## src/rtl/jpeg_pkg.sv

```systemverilog
// Shared types and constants for the JPEG run-length symbol front-end.
// ZZ maps zigzag position to the column-major stored coefficient index.
package jpeg_pkg;

  localparam int unsigned COEF_W = 16;
  localparam int unsigned AMP_W  = 11;
  localparam int unsigned CAT_W  = AMP_W + 1;
  localparam logic [3:0]  ZRL_RUN = 4'd15;

  localparam logic signed [COEF_W-1:0] SAT_HI = 16'sd2047;
  localparam logic signed [COEF_W-1:0] SAT_LO = -16'sd2047;

  typedef enum logic [2:0] {IDLE, FETCH, EVAL, EMIT, ZRL, EOB, DONE} rle_state_t;

  localparam logic [5:0] ZZ [64] = '{
    6'd0,  6'd8,  6'd1,  6'd2,  6'd9,  6'd16, 6'd24, 6'd17,
    6'd10, 6'd3,  6'd4,  6'd11, 6'd18, 6'd25, 6'd32, 6'd40,
    6'd33, 6'd26, 6'd19, 6'd12, 6'd5,  6'd6,  6'd13, 6'd20,
    6'd27, 6'd34, 6'd41, 6'd48, 6'd56, 6'd49, 6'd42, 6'd35,
    6'd28, 6'd21, 6'd14, 6'd7,  6'd15, 6'd22, 6'd29, 6'd36,
    6'd43, 6'd50, 6'd57, 6'd58, 6'd51, 6'd44, 6'd37, 6'd30,
    6'd23, 6'd31, 6'd38, 6'd45, 6'd52, 6'd59, 6'd60, 6'd53,
    6'd46, 6'd39, 6'd47, 6'd54, 6'd61, 6'd62, 6'd55, 6'd63
  };

  // Clamp a signed 16-bit value into the symmetric range +/-2047.
  function automatic logic signed [CAT_W-1:0] sat_amp(input logic signed [COEF_W-1:0] v);
    if (v > SAT_HI) return CAT_W'(SAT_HI);
    if (v < SAT_LO) return CAT_W'(SAT_LO);
    return CAT_W'(v);
  endfunction

endpackage

```

## src/rtl/jpeg_rle_cat.sv

```systemverilog
// Magnitude category and JPEG amplitude bits for a 12-bit signed value.
// The one unrepresentable code (-2048) is pulled in to -2047.
module jpeg_rle_cat
  import jpeg_pkg::*;
(
  input  logic signed [CAT_W-1:0] value,
  output logic [3:0]              size,
  output logic [AMP_W-1:0]        amp
);

  localparam logic signed [CAT_W-1:0] MOST_NEG = {1'b1, {AMP_W{1'b0}}};
  localparam logic signed [CAT_W-1:0] ONE      = CAT_W'(1);

  logic signed [CAT_W-1:0] v_sat;
  logic [AMP_W-1:0]        mag;
  logic [AMP_W-1:0]        mask;
  logic [AMP_W-1:0]        neg_bits;

  always_comb begin
    v_sat = (value == MOST_NEG) ? -CAT_W'(2047) : value;
    mag   = v_sat[CAT_W-1] ? AMP_W'(-v_sat) : v_sat[AMP_W-1:0];
    size  = 4'd0;
    for (int i = 0; i < int'(AMP_W); i++) begin
      if (mag[i]) size = 4'(i + 1);
    end
    mask     = AMP_W'((CAT_W'(1) << size) - CAT_W'(1));
    neg_bits = AMP_W'(v_sat - ONE);
    amp      = v_sat[CAT_W-1] ? (neg_bits & mask) : v_sat[AMP_W-1:0];
  end

endmodule

```

## src/rtl/jpeg_rle.sv

```systemverilog
// Reads one zigzag-ordered 8x8 block from the quantiser RAM and emits
// DC-differential, AC run/size/amplitude, ZRL and EOB symbols over valid/ready.
module jpeg_rle
  import jpeg_pkg::*;
(
  input  logic             clk_i,
  input  logic             rst_i,
  input  logic             start_i,
  input  logic             dc_clr_i,
  output logic             busy_o,
  output logic             done_o,
  output logic [4:0]       mem_adr_o,
  input  logic [31:0]      mem_dat_i,
  output logic             sym_valid_o,
  input  logic             sym_ready_i,
  output logic             sym_dc_o,
  output logic [3:0]       sym_run_o,
  output logic [3:0]       sym_size_o,
  output logic [AMP_W-1:0] sym_amp_o
);

  rle_state_t state;
  logic [5:0] k;
  logic [5:0] run;
  logic [5:0] run_left;
  logic [5:0] k_nxt;

  logic signed [CAT_W-1:0]  prev_dc;
  logic signed [CAT_W-1:0]  pend;
  logic signed [COEF_W-1:0] raw;
  logic signed [CAT_W-1:0]  coef;
  logic signed [CAT_W:0]    diff13;
  logic signed [CAT_W-1:0]  dc_diff;
  logic signed [CAT_W-1:0]  cat_in;
  logic [3:0]               cat_size;
  logic [AMP_W-1:0]         cat_amp;

  // Coefficient select, DC differential and category source.
  always_comb begin
    raw      = ZZ[k][0] ? mem_dat_i[31:16] : mem_dat_i[15:0];
    coef     = sat_amp(raw);
    diff13   = {coef[CAT_W-1], coef} - {prev_dc[CAT_W-1], prev_dc};
    dc_diff  = sat_amp(COEF_W'(diff13));
    cat_in   = (state != EVAL) ? pend : ((k == 6'd0) ? dc_diff : coef);
    run_left = run - 6'd16;
    k_nxt    = k + 6'd1;
  end

  jpeg_rle_cat u_cat (
    .value (cat_in),
    .size  (cat_size),
    .amp   (cat_amp)
  );

  always_ff @(posedge clk_i or posedge rst_i) begin
    if (rst_i) begin
      state       <= IDLE;
      k           <= '0;
      run         <= '0;
      prev_dc     <= '0;
      pend        <= '0;
      busy_o      <= 1'b0;
      done_o      <= 1'b0;
      mem_adr_o   <= '0;
      sym_valid_o <= 1'b0;
      sym_dc_o    <= 1'b0;
      sym_run_o   <= '0;
      sym_size_o  <= '0;
      sym_amp_o   <= '0;
    end else begin
      done_o <= 1'b0;
      case (state)
        IDLE: begin
          if (dc_clr_i) prev_dc <= '0;
          if (start_i) begin
            k         <= '0;
            run       <= '0;
            mem_adr_o <= ZZ[0][5:1];
            busy_o    <= 1'b1;
            state     <= FETCH;
          end
        end
        FETCH: state <= EVAL;
        EVAL: begin
          pend <= coef;
          if (k == 6'd0) begin
            prev_dc     <= coef;
            sym_valid_o <= 1'b1;
            sym_dc_o    <= 1'b1;
            sym_run_o   <= '0;
            sym_size_o  <= cat_size;
            sym_amp_o   <= cat_amp;
            state       <= EMIT;
          end else if (coef == '0) begin
            run <= run + 6'd1;
            if (k == 6'd63) begin
              sym_valid_o <= 1'b1;
              sym_dc_o    <= 1'b0;
              sym_run_o   <= '0;
              sym_size_o  <= '0;
              sym_amp_o   <= '0;
              state       <= EOB;
            end else begin
              k         <= k_nxt;
              mem_adr_o <= ZZ[k_nxt][5:1];
              state     <= FETCH;
            end
          end else if (run >= 6'd16) begin
            sym_valid_o <= 1'b1;
            sym_dc_o    <= 1'b0;
            sym_run_o   <= ZRL_RUN;
            sym_size_o  <= '0;
            sym_amp_o   <= '0;
            state       <= ZRL;
          end else begin
            sym_valid_o <= 1'b1;
            sym_dc_o    <= 1'b0;
            sym_run_o   <= run[3:0];
            sym_size_o  <= cat_size;
            sym_amp_o   <= cat_amp;
            state       <= EMIT;
          end
        end
        // Held nonzero coefficient is in pend; swap to it once runs drop below 16.
        ZRL: begin
          if (sym_ready_i) begin
            run <= run_left;
            if (run_left < 6'd16) begin
              sym_run_o  <= run_left[3:0];
              sym_size_o <= cat_size;
              sym_amp_o  <= cat_amp;
              state      <= EMIT;
            end
          end
        end
        EMIT: begin
          if (sym_ready_i) begin
            sym_valid_o <= 1'b0;
            sym_dc_o    <= 1'b0;
            sym_run_o   <= '0;
            sym_size_o  <= '0;
            sym_amp_o   <= '0;
            run         <= '0;
            if (k == 6'd63) begin
              busy_o <= 1'b0;
              done_o <= 1'b1;
              state  <= DONE;
            end else begin
              k         <= k_nxt;
              mem_adr_o <= ZZ[k_nxt][5:1];
              state     <= FETCH;
            end
          end
        end
        EOB: begin
          if (sym_ready_i) begin
            sym_valid_o <= 1'b0;
            busy_o      <= 1'b0;
            done_o      <= 1'b1;
            state       <= DONE;
          end
        end
        DONE:    state <= IDLE;
        default: state <= IDLE;
      endcase
    end
  end

endmodule

```

## config.mk

```make
export PLATFORM = sky130hd
export DESIGN_NAME = jpeg_rle
export DESIGN_NICKNAME = d
export VERILOG_FILES = /design/src/rtl/jpeg_pkg.sv /design/src/rtl/jpeg_rle_cat.sv /design/src/rtl/jpeg_rle.sv
export SDC_FILE = /design/constraint.sdc
export NUM_CORES = 1
export LEC_CHECK = 0
export CAP_MARGIN = 20
export CORE_MARGIN = 10
export CORE_UTILIZATION = 35
export CTS_CLUSTER_SIZE = 14
export DETAILED_ROUTE_END_ITERATION = 16
export PLACE_DENSITY = 0.53
export SYNTH_ARGS = -nofsm -noshare
export SYNTH_HDL_FRONTEND = slang
export SYNTH_SLANG_ARGS = --single-unit
```

## constraint.sdc

```tcl
create_clock -name clk_i -period 14.6 [get_ports clk_i]
set_input_delay 1.46 -clock clk_i [delete_from_list [all_inputs] [get_ports clk_i]]
set_output_delay 1.46 -clock clk_i [all_outputs]
set_load 0.01 [all_outputs]
```

==> reports/results.txt <==
status = finished, final reports clean
Area Overhead vs Synth = 15.6%
post_cts resized = 0
DRC violations left = 0
final wirelength = 21500 µm
# hold bufs at CTS = 0
wire length per cell = 18.0 µm
fraction of layout cells with a size suffix above 1 = 8.57%
ANT cells = 0
Clock Skews = 0.00940 ns
Synth Area in Simple Gates = 26.8%
initial antenna violation count = 0
vias per std cell = 5.84
syn nets = 966
slowest cell on the critical path = dfrtp_1
crit start category = flop
Hold/Removal Path Class = reg -> reg
Nets = 999
Multi-input gate area = 0.00486 mm²
Max Buffers Root-to-Sink = 2
Cell variety after synth = 103
Tcrit/Tclk final = 64.4%
hold path startpoint = mem_adr_o[3]
global-route wire length before repair = 35900 µm
final setup fails = 0
Post CTS Setup Buffer Count = 0
core box area = 0.0194 mm²
crit path from = k[0]
Post-synth EDFFs = 0
crit path max fanout = 23
post-synth top area cell = dfrtp_1
post-synthesis sequential area ratio = 24.4%
I/O pins = 65
Die Ht = 160 µm
Pre-antenna DRT Iters = 6
Synth area leaders = dfrtp_1 (24%), nand2_1 (6.3%), ha_1 (5.8%)
largest family of logic cells by synthesized area = compound AO/OA/AOI/OAI gates
CTS tree = done
pin count of the biggest net entering global routing = 68
Adder-Cell Fraction of Synth Area = 6.12%
Final Hold Vio Count = 0
Clock Sinks = 67
Syn Inst Count = 896
global route total overflow = 0
CP endpoint kind = flop
Synth Area in XOR/XNOR = 2.93%
MaxCap Viol Count = 0
critical path class = reg -> reg
Skew-Pair Late Insertion Delay = 0.34 ns
Peak VDD IR = 0.141 mV
Req. time, crit path = 14.83 ns
RSZ-0062 raised after global routing = no
Die X = 160 µm
post-route ant nets = 0
Sum Neg Setup Slack = 0 ns
Tmin final = 9.40 ns
synthesized flop and latch total = 67
vias in the first global route = 6635
DP HPWL = 16500 µm
complex-gate fraction of the synthesized area = 32.9%
relative slew slack = 28.3%
die area = 0.0256 mm²
Yosys top cell area share = 24.4%
FMAX = 0.106 GHz
actual slew at the worst max-slew pin = 1.07 ns
Root Driver = clkbuf_16
Reg area = 0.00168 mm²
Clock transition at path regs = 0.06 ns
mux cell area share after synthesis = 1.75%
initial core utilization = 35.4%
Leakage = 3.07 nW
main flop type after synthesis = dfrtp_1
Cell Area, Synth = 0.00687 mm²
Critical R2R Launch = k[0]
critical path's most frequent cell = ha_1
GPL Wtd Cong = 0.927
GRT Util Overall = 16.5%
H-Tree Depth = 3
Vias = 7002
Hold WS = 0.475 ns
YS warnings = 0
starting DRC count in detailed routing = 548
num rows = 51
Slew Limit Fails = 0
CTS buffer count = 9
Post-synth ARST share = 100%
mean post-synth cell area = 7.67 µm²
fillers = 2054
Pwr Density = 281 mW/mm²
Worst path max stage delay = 0.72 ns
IO buf count = 64
CP arrival = 9.63 ns
## routing by layer
layer,track usage [%],part of all wire (%)
met5,0,0
met4,4.72,2.3
met3,2.96,5.2
met2,26.7,46
met1,22.0,47
## cells in the final DEF, fill, tap and decap left out, types with 10 or more instances in the layout
master and count:
nor3_1 28, a21o_1 10, ha_1 32, nor2_1 82, o211ai_1 14, xnor2_1 12
a21oi_1 68, clkdlybuf4s50_1 64, and3_1 12, o21ai_0 57, a211oi_1 12, o22ai_1 11
inv_1 32, nand3_1 21, o21ai_1 13, a31oi_1 17, nand2_1 116, xor2_1 11
nor4_1 13, dfrtp_1 67, o31ai_1 12, nand4_1 16
## synth_stat cells, types with 14 or more instances
master and instances:
nand2_1 116, nor2_1 82, a21oi_1 68, dfrtp_1 67
o21ai_0 58, inv_1 33, clkbuf_1 32, ha_1 32
nor3_1 28, nand3_1 21, a31oi_1 18, nand4_1 16
o211ai_1 14
## worst max-delay path: cells and delay by family (launching register included)
family	cells	cell delay [ns]
flops	1	0.72
fa+ha+maj	5	1.82
buf+inv	3	0.64
compound gates	14	3.91
mux	1	0.50
simple gates	7	1.69
## sequential cells by signal, summed over array words and instances (netlist names)
name	count
pend	12
prev_dc	12
sym_amp_o	11
k	6
run	6
mem_adr_o	5
sym_run_o	4
sym_size_o	4
state	3
busy_o	1
done_o	1
sym_dc_o	1
sym_valid_o	1
## worst paths after layout
| kind | end | slack [ns] | cells after the start |
|---|---|---|---|
| setup / recovery | sym_amp_o[8] | 5.20 | 30 |
| hold / removal | mem_adr_o[3] | 0.48 | 2 |
| setup reg to reg | sym_amp_o[8] | 5.20 | 30 |
| hold reg to reg | mem_adr_o[3] | 0.48 | 2 |
| max in group asynchronous | pend[11] | 12.32 | 3 |
| min in group asynchronous | sym_run_o[0] | 1.70 | 3 |
## final cells by class
cell class,count,share of cell area [%]
inverters,34,1.61
well taps,265,4.17
multi-input cells,748,61.1
flip-flops and latches,67,21.1
repair buffers,69,8.53
clock inverters,7,0.630
clock buffers,9,2.83
## where the power goes
group	switching, W	internal (W)
clock network	0.0000893	0.000116
logic	0.00109	0.000620
registers	0.0000634	0.000251
## per-stage QoR
step | utilization, % | power [W] | worst slack (ns) | instances | cell area [µm²]
after floorplan | - | 0.00160 | 6.56 | 896 | 6870
after global placement | 39.5 | 0.00202 | 5.11 | 1183 | 7670
after detailed placement | 39.5 | 0.00200 | 5.09 | 1183 | 7670
after CTS | 41.0 | 0.00222 | 5.26 | 1199 | 7950
after global routing | 41.0 | 0.00244 | 4.42 | 1199 | 7950
final | 41.0 | 0.00223 | 5.20 | 1199 | 7950
## cell families (layout without fill, tap and decap cells)
logic type               count (synthesis)  after routing
AND/OR/NAND/NOR                        361            361
AO/OA/AOI/OAI                          320            320
buffers and inverters                   81            119
flip-flops                              67             67
adder cells (fa/ha/maj)                 33             33
XOR/XNOR                                23             23
multiplexers                            11             11
Power figures use the tool's default switching activity.
